[src/rtl/fetch_unit.sv]
// Instruction fetch: issues word-aligned reads, queues {pc, word} for decode; response-to-instr_valid is one cycle.
// Requests stall when queue plus in-flight reads would exceed DEPTH; redirects flush the queue and drop stale responses.
module fetch_unit #(
  parameter logic [31:0] RESET_PC = 32'h0000_0000,
  parameter int          DEPTH    = 4
) (
  input  logic        clk,
  input  logic        reset,
  output logic        imem_req_valid,
  output logic [31:0] imem_req_addr,
  input  logic        imem_req_ready,
  input  logic        imem_rsp_valid,
  input  logic [31:0] imem_rsp_data,
  output logic        instr_valid,
  output logic [31:0] instr,
  output logic [31:0] instr_pc,
  input  logic        instr_ready,
  input  logic        redirect_valid,
  input  logic [31:0] redirect_pc
);

  localparam int PW = (DEPTH > 1) ? $clog2(DEPTH) : 1;
  localparam int CW = PW + 1;

  typedef enum logic {BOOT, RUN} state_e;

  typedef struct packed {
    logic [31:0] pc;
    logic [31:0] word;
  } entry_t;

  state_e         state_q, state_d;
  logic [31:0]    fetch_pc_q, fetch_pc_d;
  logic [CW-1:0]  q_count_q, q_count_d;
  logic [CW-1:0]  outstanding_q, outstanding_d;
  logic [CW-1:0]  drop_cnt_q, drop_cnt_d;
  logic [PW-1:0]  rd_ptr_q, rd_ptr_d;
  logic [PW-1:0]  wr_ptr_q, wr_ptr_d;
  entry_t         mem_q [DEPTH];
  entry_t         mem_d [DEPTH];

  logic           run;
  logic [CW:0]    inflight;
  logic           req_fire;
  logic           rsp_fire;
  logic           push;
  logic           pop;
  logic [31:0]    rsp_pc;
  logic           unused_redirect_bits;

  assign unused_redirect_bits = ^redirect_pc[1:0];

  always_comb begin
    run      = (state_q == RUN);
    inflight = {1'b0, q_count_q} + {1'b0, outstanding_q};

    imem_req_valid = run && !redirect_valid && (inflight < (CW+1)'(DEPTH));
    imem_req_addr  = fetch_pc_q;
    instr_valid    = run && (q_count_q != '0);
    instr          = instr_valid ? mem_q[rd_ptr_q].word : 32'h0;
    instr_pc       = instr_valid ? mem_q[rd_ptr_q].pc   : 32'h0;

    req_fire = imem_req_valid && imem_req_ready;
    rsp_fire = run && imem_rsp_valid;
    push     = rsp_fire && !redirect_valid && (drop_cnt_q == '0);
    pop      = instr_valid && instr_ready && !redirect_valid;
    // With no drops pending, every in-flight read is on the current path and
    // contiguous up to fetch_pc, so the oldest one sits outstanding words back.
    rsp_pc   = fetch_pc_q - {{(30-CW){1'b0}}, outstanding_q, 2'b00};
  end

  always_comb begin
    state_d       = RUN;
    fetch_pc_d    = fetch_pc_q;
    q_count_d     = q_count_q;
    outstanding_d = outstanding_q;
    drop_cnt_d    = drop_cnt_q;
    rd_ptr_d      = rd_ptr_q;
    wr_ptr_d      = wr_ptr_q;
    mem_d         = mem_q;

    if (run) begin
      if (redirect_valid) begin
        fetch_pc_d    = {redirect_pc[31:2], 2'b00};
        q_count_d     = '0;
        rd_ptr_d      = '0;
        wr_ptr_d      = '0;
        outstanding_d = outstanding_q - CW'(rsp_fire);
        drop_cnt_d    = outstanding_q - CW'(rsp_fire);
      end else begin
        if (req_fire) begin
          fetch_pc_d = fetch_pc_q + 32'd4;
        end
        outstanding_d = outstanding_q + CW'(req_fire) - CW'(rsp_fire);
        if (rsp_fire && (drop_cnt_q != '0)) begin
          drop_cnt_d = drop_cnt_q - 1'b1;
        end
        if (push) begin
          mem_d[wr_ptr_q] = '{pc: rsp_pc, word: imem_rsp_data};
          wr_ptr_d        = wr_ptr_q + 1'b1;
        end
        if (pop) begin
          rd_ptr_d = rd_ptr_q + 1'b1;
        end
        q_count_d = q_count_q + CW'(push) - CW'(pop);
      end
    end
  end

  always_ff @(posedge clk or posedge reset) begin
    if (reset) begin
      state_q       <= BOOT;
      fetch_pc_q    <= {RESET_PC[31:2], 2'b00};
      q_count_q     <= '0;
      outstanding_q <= '0;
      drop_cnt_q    <= '0;
      rd_ptr_q      <= '0;
      wr_ptr_q      <= '0;
      for (int i = 0; i < DEPTH; i++) begin
        mem_q[i] <= '0;
      end
    end else begin
      state_q       <= state_d;
      fetch_pc_q    <= fetch_pc_d;
      q_count_q     <= q_count_d;
      outstanding_q <= outstanding_d;
      drop_cnt_q    <= drop_cnt_d;
      rd_ptr_q      <= rd_ptr_d;
      wr_ptr_q      <= wr_ptr_d;
      mem_q         <= mem_d;
    end
  end

endmodule

[config.mk]
export PLATFORM = sky130hd
export DESIGN_NAME = fetch_unit
export DESIGN_NICKNAME = d
export VERILOG_FILES = /design/src/rtl/fetch_unit.sv
export SDC_FILE = /design/constraint.sdc
export NUM_CORES = 1
export LEC_CHECK = 0
export CORE_UTILIZATION = 28
export CTS_CLUSTER_DIAMETER = 200
export DETAILED_ROUTE_END_ITERATION = 12
export PLACE_DENSITY = 0.49
export SYNTH_ARGS = -nofsm -noshare
export SYNTH_HDL_FRONTEND = slang
export SYNTH_SLANG_ARGS = --single-unit
export TNS_END_PERCENT = 100
[constraint.sdc]
create_clock -name clk -period 16.4 [get_ports clk]
set_clock_uncertainty 0.1 [all_clocks]
set_input_delay 4.92 -clock clk [delete_from_list [all_inputs] [get_ports clk]]
set_output_delay 4.92 -clock clk [all_outputs]
set_load 0.005 [all_outputs]
### Yosys cells after proc, flatten, opt, wreduce, memory -nomap -nowiden

Index checks and enable logic that the tools add are counted.

| word-level totals | value |
|---|---|
| bits in registers | 302 |
| logic and storage cells | 75 |

| operators by class | value |
|---|---|
| bitwise logic cells | 3 |
| add/sub/neg operators | 11 |
| multiplexer cells | 18 |
| $lt $le $gt $ge | 4 |
| reductions and logical operators | 24 |

Operators with widths:

| operator | number |
|---|---|
| $bwmux W256 | 1 |
| $mux W64 | 3 |
| $bmux W64 S2 | 1 |
| $demux W64 S2 | 1 |
| $mux W32 | 4 |
| $add A32 B3 Y32 const B | 1 |
| $sub A32 B5 Y32 | 1 |
| $mux W3 | 4 |
| $logic_and A1 B1 Y1 | 11 |
| $sub A3 B1 Y3 | 3 |
| $mux W2 | 4 |
| $reduce_and A2 Y1 | 4 |
| $reduce_bool A2 Y1 | 4 |
| $add A3 B1 Y3 | 2 |
| $ge A3 B3 Y1 const B | 2 |
| $not A2 Y3 | 2 |
| $reduce_bool A3 Y1 | 2 |
| $add A2 B1 Y2 const B | 2 |
| $add A3 B3 Y4 | 1 |
| $lt A4 B3 Y1 const B | 1 |
| $logic_not A3 Y1 | 1 |
| $lt A3 B1 Y1 const B | 1 |
| $reduce_and A3 Y1 | 1 |
| $sub A3 B1 Y3 const B | 1 |
| 2 further kinds | 2 |

### Depth between registers and ports, before layout

Gate-level depths: netlist of the first run.

| logic depth | value |
|---|---|
| depth after elaboration | 7 |
| depth in mapped cells | 15 |

### Worst setup path before layout of the first run

OpenSTA, ideal clock, no wires.

| path | value |
|---|---|
| path type | in2out |
| start point | input port redirect_valid |
| end point | output port imem_req_valid |
| stages | 3 |
| path slack | 5.852 ns |
| required time | 11.380 ns |
| arrival | 5.528 ns |
| cell sequence | clkbuf_1 -> nor3b_1 -> and3_1 |

| on the way | value |
|---|---|
| longest elaborated chain between the ends | 3 |

RTL lines:

| element | line | RTL |
|---|---|---|
| start: declaration | 18 | `input logic redirect_valid,` |
| $logic_not A1 Y1 | 57 | `imem_req_valid = run && !redirect_valid && (inflight < (CW+1)'(DEPTH));` |
| $logic_and A1 B1 Y1 (2 in series) | 57 |  |
| end: declaration | 9 | `output logic imem_req_valid,` |

Every way passes these cells.

### Worst setup path in the final report of the first run

Ends and elaborated chain as after synthesis.

==> results.md, run 1 <==
* Largest net degree at the start of global routing at 168
* Port bufs at 161
* Worst VDD drop at 0.0606 mV
* Die width at 228 µm
* Total of max-cap violations at 0
* Worst-path cell chain: buf_2 -> buf_4 -> nor3b_1 -> and3_1 -> clkdlybuf4s50_1
* Die Footprint at 0.0521 mm²
* Post-synthesis simple-gate area fraction at 12.7%
* Post-CTS sizing at 0
* DP Cell Count at 2017
* Adder-Cell Fraction of Synth Area at 1.99%
* DRC violations left at 0
* Worst slew margin at 32.2%
* Synth Area in Compound Gates at 8.47%
* CTS max path bufs at 3
* RSZ-0062 raised after global routing: false
* Max-slew violations at 0
* Share of power burned in registers at 41.4%
* Worst Path Required at 11.38 ns
* Xor and xnor area share after synthesis at 2.14%
* Sw Share at 30.8%
* Kind of critical path: input port to output pin
* Comb power frac at 27.3%
* Synth Flop Type: dfrtp_1
* DR iter-0 viols at 477
* CP peak stage delay at 0.52 ns
* HP Class: flop to flop
* Post-CTS Setup Repair Bufs at 0
* CP startpoint kind: input port
* Area Growth Syn to Fin at 23.9%
* Drt wl/cell at 18.3 µm
* Result of the run: finished, final reports clean
* Top-count cell post-synth: dfrtp_1
* Leak Pwr at 7.64 nW
* Power Total at 2.60 mW
* Crit path capture type: output pin
* Vias in the first global route at 10700
* CP Buf/Inv Count at 3
* Min Clock Period, post-route at 11.47 ns
* Routed WL at 38.1 mm
* Starting Density at 28.5%
* CTS Buf Count at 37
* Internal at 1.80 mW
* Fmax achieved at 87.2 MHz
* Reg clk slew, reported paths at 0.06 ns
* Final setup viols at 0
* Post-synth ARST share at 100%
* Critical path peak fanout at 56
* CTS H-Tree Depth at 2
* Worst-Margin Slew at 1.02 ns
* Clock share of power at 31.3%
* Period utilisation layout at 69.9%
* Antenna diodes at 0
* Post-synthesis cell area at 0.0143 mm²
* Largest family of logic cells by synthesized area: multiplexers
* Share of cells above drive strength 1 at 19.7%
* Via-to-Cell Ratio at 4.78
* Final Hold Fails at 0
* Placed instance area at 0.0165 mm²
* ANT nets after route at 0
* GPL Wtd Cong at 0.785
* Post-synthesis mux area share at 20.3%
* Final core utilization at 35.3%
* Synth Warn # at 0
* P_sw at 799 µW
* Synthesized instance count at 1271
* GRT Total Usage at 14.9%
* CORE AREA at 0.0504 mm²
* Nets at 1475
* CTS tree: yes
* Syn Area/Cell at 11.3 µm²
* Total I/O pin count at 168
* Pwr dens at 146 mW/mm²
* Root Buffer: clkbuf_16
* Cts hold-fix bufs at 0
* Post-synthesis sequential area ratio at 51.0%
* Initial antenna violation count at 0
* 1st-pass router iterations at 5
* CTS Sinks at 292
* Total negative setup slack at 0 ns
* GRT overflow at 0
* Clk_lat worst skew at 0.54 ns
* CP Data Arrival Time at 6.45 ns
* Via count at 9959
* Synth Register Bits at 292
* Top cells by area, synth: dfrtp_1 (51%), mux2_2 (10%), mux4_2 (9.7%), o21ai_0 (5.0%), nand2_1 (4.5%)
* DP HPWL at 23.6 mm
* Yosys top cell by area: dfrtp_1
* Slowest-stage cell, CP: clkdlybuf4s50_1
* First-pass GRT wire length at 61.4 mm
* EDFF count, synth at 0
* Chip height at 228 µm
* Design area at 0.0178 mm²
* Final non-filler cell total at 2084
* Synth top cells by count: dfrtp_1 (292), nand2_1 (170), o21ai_0 (144), mux2_2 (129), clkbuf_1 (86)
* Row count at 82
* Post-synth top area share at 51.0%
* Crit-path leading delay family: buffers and inverters
* Synth cell types at 58
==> power groups by stage <==
| stage | Combinational (mW) | Clock (mW) | Sequential [mW] |
|---|---|---|---|
| 6_report | 0.709 | 0.813 | 1.07 |
| 5_1_grt | 0.792 | 0.872 | 1.11 |
| 4_1_cts | 0.727 | 0.845 | 1.08 |
| 3_5_place_dp | 0.725 | 0 | 1.09 |
| 3_3_place_gp | 0.713 | 0 | 1.08 |
| 2_1_floorplan | 0.547 | 0 | 0.985 |
==> stage by stage <==
stage          worst slack (ns)  hold WS [ns]
4_1_cts                    4.95         0.380
3_5_place_dp               4.96         0.368
3_3_place_gp               4.96         0.356
5_1_grt                    4.84         0.391
6_report                   4.93         0.374
2_1_floorplan              3.32         0.345
==> final timing paths <==
| path | startpoint | to | slack (ns) | cells past startpoint |
|---|---|---|---|---|
| hold reg to reg | mem_q[244]$_DFFE_PP0P_ | mem_q[244]$_DFFE_PP0P_ | 0.37 | 2 |
| setup reg to reg | run$_DFF_PP0_ | q_count_q[2]$_DFFE_PP0P_ | 12.71 | 14 |
| min in group asynchronous | reset | mem_q[71]$_DFFE_PP0P_ | 4.86 | 2 |
| setup / recovery | redirect_valid | imem_req_valid | 4.93 | 5 |
| max in group asynchronous | reset | mem_q[40]$_DFFE_PP0P_ | 9.83 | 3 |
| hold / removal | mem_q[244]$_DFFE_PP0P_ | mem_q[244]$_DFFE_PP0P_ | 0.37 | 2 |
==> per-layer routing <==
layer | up-vias | part of all wire [%] | GRT usage, %
met4 | 0 | 1.5 | 3.31
met5 | - | 0 | 0
met1 | 5012 | 47 | 20.1
met2 | 209 | 47 | 24.6
li1 | 4698 | - | -
met3 | 40 | 4.4 | 3.11
==> layout by cell type (no fill, tap or decap), drive strengths merged, types with 3 or more instances in the layout <==
cell type / Yosys / layout
dfrtp: 292 / 292
nand2: 170 / 170
clkdlybuf4s50: 0 / 160
o21ai: 152 / 152
mux2: 129 / 129
and2: 65 / 65
mux4: 62 / 62
clkbuf: 86 / 56
nor2: 51 / 51
a21oi: 39 / 39
xnor2: 28 / 28
inv: 20 / 21
nand3: 20 / 20
nor3: 20 / 20
ha: 18 / 18
buf: 17 / 14
nor4: 11 / 11
xor2: 7 / 7
and3: 7 / 7
clkinv: 0 / 7
o2bb2ai: 6 / 6
mux2i: 6 / 6
or3: 6 / 6
o22ai: 5 / 5
conb: 2 / 5
nor2b: 4 / 4
a31oi: 4 / 4
and4: 4 / 4
or4: 4 / 4
nand2b: 3 / 3
nor3b: 3 / 3
nand4: 3 / 3
fa: 3 / 3
==> registers in the layout, summed over array words and instances (netlist names) <==
| register | cells |
|---|---|
| rd_ptr_q | 2 |
| wr_ptr_q | 2 |
| drop_cnt_q | 3 |
| mem_q | 248 |
| outstanding_q | 3 |
| run | 1 |
| imem_req_addr | 30 |
| q_count_q | 3 |
==> worst min-delay path, cell delays in order (launching register included) <==
cell	delay (ns)
dfrtp_1	0.34
nand2_1	0.04
o21ai_0	0.06
==> final cells by class <==
cell class                      count  area [µm²]
Tap cell                          672         841
Multi-Input combinational cell    859        6590
Clock inverter                     11         115
Inverter                           20        82.6
Sequential cell                   292        7310
Timing Repair Buffer              174        1720
Fill cell                        5011       32600
Clock buffer                       56        1110
==> kinds of logic after synthesis <==
| family | after synthesis |
|---|---|
| AOI/OAI and AO/OA | 224 |
| xor gates and xnor gates | 35 |
| DFF | 292 |
| and+or+nand+nor | 377 |
| other | 2 |
| adders and majority gates | 21 |
| muxes | 197 |
| buffers and inverters | 123 |
Power figures use the tool's default switching activity.
==> run 2, diff against run 1 <==
==> constraint.sdc (replaced) <==
create_clock -name clk -period 11.2 [get_ports clk]
set_clock_uncertainty 0.1 [all_clocks]
set_input_delay 3.36 -clock clk [delete_from_list [all_inputs] [get_ports clk]]
set_output_delay 3.36 -clock clk [all_outputs]
set_load 0.005 [all_outputs]
==> results.md, run 2 (same netlist as run 1, synthesis figures left out) <==
* Critical path peak fanout at 56 (unchanged)
* RSZ-0062 raised after global routing: false (unchanged)
* CTS H-Tree Depth at 2 (unchanged)
* Max-slew violations at 0 (unchanged)
* Die width at 228 µm (unchanged)
* DRC violations left at 0 (unchanged)
* Kind of critical path: input port to output pin (unchanged)
* Total I/O pin count at 168 (unchanged)
* Nets at 1476 (was 1475)
* Port bufs at 161 (unchanged)
* Final setup viols at 0 (unchanged)
* Post-CTS Setup Repair Bufs at 0 (unchanged)
* Leak Pwr at 7.64 nW (about the same)
* Fill cells at 5022 (was 5011)
* Final core utilization at 35.3% (about the same)
* Worst VDD drop at 0.126 mV (was 0.0606 mV)
* Total of max-cap violations at 0 (unchanged)
* Drt wl/cell at 17.8 µm (was 18.3 µm)
* Routed WL at 36.9 mm (was 38.1 mm)
* Root Buffer: clkbuf_16 (unchanged)
* Cts hold-fix bufs at 0 (unchanged)
* Post-CTS sizing at 0 (unchanged)
* Result of the run: finished, final reports clean (unchanged)
* Die Footprint at 0.0521 mm² (unchanged)
* CP Data Arrival Time at 4.85 ns (was 6.45 ns)
* ANT nets after route at 0 (unchanged)
* CTS Buf Count at 37 (unchanged)
* Final worst slack at 2.89 ns (was 4.93 ns)
* Most frequent cells in the layout: dfrtp_1 (290), nand2_1 (166), clkdlybuf4s50_1 (160) (unchanged)
* DP HPWL at 23.4 mm (was 23.6 mm)
* Area Growth Syn to Fin at 24.1% (was 23.9%)
* CTS max path bufs at 3 (unchanged)
* Most common cell after layout, fill and taps aside: dfrtp_1 (unchanged)
* HP Start: mem_q[242]$_DFFE_PP0P_ (was mem_q[244]$_DFFE_PP0P_)
* Share of cells above drive strength 1 at 19.8% (was 19.7%)
* CORE AREA at 0.0504 mm² (unchanged)
* Sequential cell area at 0.00731 mm² (unchanged)
* CTS tree: yes (unchanged)
* Starting Density at 28.5% (unchanged)
* Largest net degree at the start of global routing at 176 (was 168)
* Antenna diodes at 0 (unchanged)
* GRT overflow at 0 (unchanged)
* DR iter-0 viols at 432 (was 477)
* Initial antenna violation count at 0 (unchanged)
* Vias in the first global route at 10300 (was 10700)
* DP Cell Count at 2018 (was 2017)
* HP Class: flop to flop (unchanged)
* CP startpoint kind: input port (unchanged)
* GPL Wtd Cong at 0.789 (was 0.785)
* CTS Sinks at 292 (unchanged)
* Clk_lat worst skew at 0.54 ns (about the same)
* Fmax achieved at 120 MHz
* Chip height at 228 µm (unchanged)
* Max reg flops at 248 (unchanged)
* Worst Path Required at 7.74 ns (was 11.38 ns)
* Most flop-heavy register: mem_q (unchanged)
* Crit path capture type: output pin (unchanged)
* Via count at 9879 (was 9959)
* Row count at 82 (unchanged)
* Final Hold Fails at 0 (unchanged)
* DP Worst Slack at 2.89 ns (was 4.96 ns)
* Worst slew margin at 24.8% (was 32.2%)
* CP peak stage delay at 0.53 ns (was 0.52 ns)
* Via-to-Cell Ratio at 4.75 (was 4.78)
* Footprint of the multi-input gates at 0.00659 mm² (unchanged)
* Worst R2R Path Depth at 14 (unchanged)
* Total negative setup slack at 0 ns (unchanged)
* Reg clk slew, reported paths at 0.06 ns (about the same)
* Crit path launch: redirect_valid (unchanged)
* Pwr dens at 215 mW/mm² (was 146 mW/mm²)
* Period utilisation layout at 74.2%
* Slowest-stage cell, CP: clkdlybuf4s50_1 (unchanged)
* Final non-filler cell total at 2081 (was 2084)
* GRT Total Usage at 14.6% (was 14.9%)
* Worst-path cell chain: buf_2 -> buf_4 -> nor3b_1 -> and3_1 -> clkdlybuf4s50_1 (unchanged)
* Critical R2R Launch: run$_DFF_PP0_ (unchanged)
* First-pass GRT wire length at 60.0 mm (was 61.4 mm)
* Min Clock Period, post-route at 8.31 ns
* Hold depth at 2 (unchanged)
* Worst-Margin Slew at 1.13 ns (was 1.02 ns)
* 1st-pass router iterations at 5 (unchanged)
-- run 2: final cells by class --
cell class	instances	area share, %
Clock inverter	13	0.992
Tap cell	672	4.73
Clock buffer	50	6.00
Multi-Input combinational cell	859	37.1
Sequential cell	292	41.1
Inverter	20	0.443
Timing Repair Buffer	175	9.69
-- run 2: path summary, 6_finish.rpt --
path                                            endpoint  slack [ns]
worst max register to register  q_count_q[2]$_DFFE_PP0P_        7.44
worst max-delay path                      imem_req_valid        2.89
worst min register to register    mem_q[242]$_DFFE_PP0P_        0.37
min in group asynchronous         mem_q[197]$_DFFE_PP0P_        3.28
max in group asynchronous        rd_ptr_q[0]$_DFFE_PP0P_        6.18
worst min-delay path              mem_q[242]$_DFFE_PP0P_        0.37
-- run 2: worst max-delay path, delay by kind of cell --
kind	cells	cell delay, ns
AND/OR/NAND/NOR	2	0.55
buffers and inverters	3	0.92
-- run 2: stage by stage --
| stage | power [mW] | instance area [µm²] | hold WS [ns] |
|---|---|---|---|
| detailed placement | 2.65 | 16500 | 0.365 |
| floorplan | 2.24 | 14400 | 0.345 |
| global route | 4.08 | 17800 | 0.403 |
| finish | 3.82 | 17800 | 0.374 |
| global placement | 2.62 | 16500 | 0.357 |
| CTS | 3.90 | 17800 | 0.378 |
-- run 2: report_power, final --
| part | internal, mW | total (mW) | switching [mW] |
|---|---|---|---|
| combinational | 0.585 | 1.05 | 0.469 |
| clock | 0.758 | 1.22 | 0.460 |
| sequential | 1.31 | 1.55 | 0.238 |
-- run 2: routing by layer --
layer | up-vias | global-route usage [%] | part of all wire (%)
met3 | 44 | 3.15 | 4.7
met5 | - | 0 | 0
met1 | 4920 | 20.4 | 48
met2 | 213 | 22.9 | 46
met4 | 0 | 3.54 | 1.7
li1 | 4702 | - | -
